### src/rtl/adder_arbiter4.sv
// Round-robin arbiter feeding four requesters into one shared
// 32-bit carry-select adder, with a registered, backpressured response.

module select_adder32 (
    input  logic [31:0] a,
    input  logic [31:0] b,
    input  logic        cin,
    output logic [31:0] sum,
    output logic        cout
);
    localparam int BLK = 8;
    localparam int NB  = 32 / BLK;

    logic [NB:0] c;

    assign c[0] = cin;

    // Each block precomputes both carry-in outcomes; the ripple is only muxes.
    for (genvar i = 0; i < NB; i++) begin : g_blk
        logic [BLK:0] s0;
        logic [BLK:0] s1;

        assign s0 = {1'b0, a[i*BLK +: BLK]} + {1'b0, b[i*BLK +: BLK]};
        assign s1 = {1'b0, a[i*BLK +: BLK]} + {1'b0, b[i*BLK +: BLK]}
                  + {{BLK{1'b0}}, 1'b1};

        assign sum[i*BLK +: BLK] = c[i] ? s1[BLK-1:0] : s0[BLK-1:0];
        assign c[i+1]            = c[i] ? s1[BLK] : s0[BLK];
    end

    assign cout = c[NB];
endmodule

module adder_arbiter4 #(
    parameter int WIDTH = 32,
    parameter int NREQ  = 4
) (
    input  logic                  clk,
    input  logic                  rst_n,
    input  logic [NREQ-1:0]       req_valid,
    output logic [NREQ-1:0]       req_ready,
    input  logic [WIDTH*NREQ-1:0] req_a,
    input  logic [WIDTH*NREQ-1:0] req_b,
    input  logic [NREQ-1:0]       req_cin,
    input  logic [NREQ-1:0]       req_sub,
    output logic                  rsp_valid,
    input  logic                  rsp_ready,
    output logic [1:0]            rsp_id,
    output logic [WIDTH-1:0]      rsp_sum,
    output logic                  rsp_cout
);
    logic [1:0]       rr_ptr;
    logic             slot_avail;
    logic [NREQ-1:0]  grant;
    logic [1:0]       gid;
    logic [1:0]       idx;
    logic             found;
    logic             xfer;
    logic [WIDTH-1:0] op_a;
    logic [WIDTH-1:0] op_b;
    logic             op_cin;
    logic [WIDTH-1:0] sum;
    logic             cout;

    assign slot_avail = !rsp_valid || rsp_ready;

    always_comb begin
        grant = '0;
        gid   = '0;
        idx   = '0;
        found = 1'b0;
        for (int k = 0; k < NREQ; k++) begin
            idx = rr_ptr + 2'(k);
            if (!found && req_valid[idx]) begin
                found      = 1'b1;
                gid        = idx;
                grant[idx] = 1'b1;
            end
        end
        // Held in reset, nothing may be accepted even though the slot is empty.
        if (!slot_avail || !rst_n) begin
            grant = '0;
        end
    end

    assign req_ready = grant;
    assign xfer      = |grant;

    assign op_a   = req_a[gid*WIDTH +: WIDTH];
    assign op_b   = req_sub[gid] ? ~req_b[gid*WIDTH +: WIDTH]
                                 : req_b[gid*WIDTH +: WIDTH];
    assign op_cin = req_sub[gid] | req_cin[gid];

    select_adder32 u_add (
        .a    (op_a),
        .b    (op_b),
        .cin  (op_cin),
        .sum  (sum),
        .cout (cout)
    );

    always_ff @(posedge clk or negedge rst_n) begin
        if (!rst_n) begin
            rsp_valid <= 1'b0;
            rsp_id    <= '0;
            rsp_sum   <= '0;
            rsp_cout  <= 1'b0;
            rr_ptr    <= '0;
        end else if (xfer) begin
            rsp_valid <= 1'b1;
            rsp_id    <= gid;
            rsp_sum   <= sum;
            rsp_cout  <= cout;
            rr_ptr    <= gid + 2'd1;
        end else if (rsp_ready) begin
            rsp_valid <= 1'b0;
        end
    end
endmodule
### config.mk
export PLATFORM = sky130hd
export DESIGN_NAME = adder_arbiter4
export DESIGN_NICKNAME = d
export VERILOG_FILES = /design/src/rtl/adder_arbiter4.sv
export SDC_FILE = /design/constraint.sdc
export NUM_CORES = 1
export LEC_CHECK = 0
export CAP_MARGIN = 20
export CORE_MARGIN = 2
export CORE_UTILIZATION = 42
export CTS_CLUSTER_DIAMETER = 100
export DETAILED_ROUTE_END_ITERATION = 16
export PLACE_DENSITY = 0.84
export SLEW_MARGIN = 15
export SYNTH_ARGS = -nofsm -noshare
export SYNTH_HDL_FRONTEND = slang
export SYNTH_SLANG_ARGS = --single-unit
### constraint.sdc
create_clock -name clk -period 10.49 [get_ports clk]
set_clock_uncertainty 0.15 [all_clocks]
set_input_delay 1.049 -clock clk [delete_from_list [all_inputs] [get_ports clk]]
set_output_delay 1.049 -clock clk [all_outputs]
set_load 0.005 [all_outputs]
==> flow_summary_export.csv <==
group,metric,value,unit
run_status,outcome,"completed",
floorplan,io_pins,311,
worst_setup_path,crit_start,"rr_ptr[0]",
final_layout,syn_to_final_growth,55.5,%
timing,finalCritPeriodShare,0.833,
worst_setup_path,critical_path_class,"flop to flop",
synthesis,synth_top_area_share,0.194,
synthesis,synth_top_cell_by_area,"nand2_1",
clock_network,cts_htree_levels,2,
timing,period_needed,8740,ps
worst_setup_path,r2r-start,"rr_ptr[0]",
clock_network,clk_pin_slew_worst_paths,60,ps
worst_hold_path,hold_class,"flop to flop",
synthesis,synth_edf_count,0,
clock_network,cts-resized-gates,0,
clock_network,cts_hold_buffers,0,
synthesis,yosys.area_share.simple,0.346,
final_layout,finalNonFillerCells,1382,
clock_network,clock-sinks,38,
global_route,grt_pass1_vias,7295,
placed_design,port_buffers,310,
placed_design,placedCellCount,1373,
synthesis,ys_warn_count,0,
route,routed_wl,23200,µm
synthesis,synth_fa_ha_area_frac,0.101,
floorplan,fp.dieW,125,µm
global_route,antenna_found_initial,0,
worst_setup_path,cp-end-kind,"flop",
route,drt_iter0_drc,386,
placed_design,dp_hpwl,18700,µm
final_layout,multi_input_area,4870,µm²
timing,finalSetupViolations,0,
timing,rsz0062_at_grt,"false",
floorplan,coreArea,14400,µm²
clock_network,clk_path_buf_depth,2,
synthesis,synth_nets,1248,
final_layout,antenna_cells,0,
route,avgRoutedWirePerCell,16.8,µm
synthesis,ys_types,57,
final_layout,drive_gt1_frac,0.0309,
worst_setup_path,cp_max_fo,36,
final_layout,fillers,1285,
worst_hold_path,hp-start,"rsp_sum[17]",
synthesis,synth-seq-cells,38,
timing,finalSetupTns,0,ps
clock_network,clk_latency,290,ps
worst_setup_path,cp.arrival,8780,ps
placed_design,place.gp.congestion,0.902,
floorplan,die_height,125,µm
clock_network,cts-buffers-inserted,5,
worst_setup_path,crit_required,10540,ps
global_route,track_usage,0.292,
route,via_count,7601,
timing,worst_slew_pin_slew,1030,ps
synthesis,synth_top_family_by_area,"simple AND/OR/NAND/NOR gates",
floorplan,rows,44,
synthesis,synth-main-ff-cell,"dfrtp_1",
synthesis,synth_area_leaders,"nand2_1 (19%), dfrtp_1 (16%), xnor2_1 (9.0%), ha_1 (8.8%), and3_1 (7.1%)",
synthesis,netlist_instances,930,
synthesis,synth_compound_area_frac,0.185,
global_route,grt_max_degree,130,
timing,hold_violations,0,
clock_network,postCtsSetupRepairBufs,0,
route,drc,0,
global_route,grt_pass1_wl,37000,µm
synthesis,synth_xor_area_frac,0.117,
floorplan,die_area,15500,µm²
global_route,grt_overflow,0,
clock_network,cts_root_buf,"clkbuf_16",
floorplan,start_util,0.425,
synthesis,muxShareOfSynthArea,0.0410,
route,drt_pass1_iterations,8,
synthesis,seq_area_frac_synth,0.156,
timing,drv_slew,0,
route,vias_per_cell,5.50,
route,postRouteAntennaNets,0,
synthesis,synthArstFlopShare,1.00,
clock_network,cts_tree,"yes",
worst_setup_path,critPathLaunchType,"flop",
synthesis,syn_area,6110,µm²
timing,relSlewSlack,0.314,
worst_setup_path,cp_slowest_cell,"dfrtp_1",
synthesis,postSynthAreaPerCell,6.57,µm²
job,maxCapViolations,0,
final_layout,regArea,951,µm²
timing,fmax,114,MHz
final_layout,nNetsFinal,1515,
worst_setup_path,critPathMaxStageDelay,1020,ps
[final cells by class]
type                            count  share of cell area
Multi-Input combinational cell    808               0.513
Timing Repair Buffer              322               0.338
Sequential cell                    38               0.100
Tap cell                          184              0.0243
Clock buffer                        7              0.0150
Inverter                           22             0.00870
Clock inverter                      1            0.000527
[flip-flops by register name (all words and copies together) (netlist names)]
name       flops
rsp_id         2
rsp_sum       32
rsp_cout       1
rr_ptr         2
rsp_valid      1
[cells in the mapped netlist, drive strengths merged (2+ instances only)]
library cell	n
nand3	14
nor2b	6
o211ai	3
mux4	3
xnor2	64
or3	5
o21ai	34
mux2	2
nor3	11
o31ai	2
a31oi	68
o21bai	10
xor2	17
a22oi	8
clkbuf	47
a211oi	4
or2	3
dfrtp	38
a211o	2
nand2	316
and3	70
inv	22
a21o	8
fa	4
ha	43
and2	2
nand2b	5
mux2i	16
a2111o	2
buf	15
a21oi	31
nand4	5
nor2	34
[layout by cell type, fill, tap and decap left out, types with 30 or more instances in the layout]
cell / n
dfrtp_1: 38
and3_1: 69
ha_1: 43
clkdlybuf4s50_1: 309
a21oi_1: 30
nor2_1: 34
xnor2_1: 62
o21ai_0: 32
a31oi_1: 68
nand2_1: 315
[through the flow]
| step | util | setup WS, ps | area (µm²) | hold slack (ps) |
|---|---|---|---|---|
| after CTS | 0.660 | 1420 | 9490 | 334 |
| after global routing | 0.661 | 1050 | 9490 | 353 |
| final | 0.661 | 1750 | 9490 | 329 |
| after global placement | 0.650 | 1770 | 9340 | 304 |
| after floorplan | - | 2940 | 6110 | 313 |
| after detailed placement | 0.650 | 1430 | 9340 | 322 |
[final timing paths]
check,slack (ps),end,cells after the start
min reg2reg,330,rsp_sum[17],2
max in group asynchronous,9130,rsp_sum[31],2
min,330,rsp_sum[17],2
max,1750,rsp_sum[29],26
min in group asynchronous,670,rsp_sum[8],2
max reg2reg,1750,rsp_sum[29],26
[layer usage]
layer	track usage	wire [µm]	vias up
li1	-	-	3734
met1	0.372	9700	3496
met2	0.484	10900	318
met3	0.0687	1930	53
met4	0.0985	709	0
met5	0	0	-
[critical path, delay by kind of cell, from the launching register on]
| kind | cells | cell delay (ps) |
|---|---|---|
| buffers and inverters | 2 | 610 |
| adders and majority gates | 3 | 1190 |
| muxes | 3 | 1160 |
| xor gates and xnor gates | 3 | 600 |
| and+or+nand+nor | 7 | 1840 |
| DFF | 1 | 1020 |
| AOI/OAI and AO/OA | 8 | 2030 |
[cell families after synthesis]
family | after synthesis
simple gates | 478
compound gates | 181
buf+inv | 84
xor+xnor | 81
fa+ha+maj | 47
flops | 38
mux | 21
Power is not shown: default switching activity piles up to over one toggle a cycle in this logic, so the estimate is an artifact.
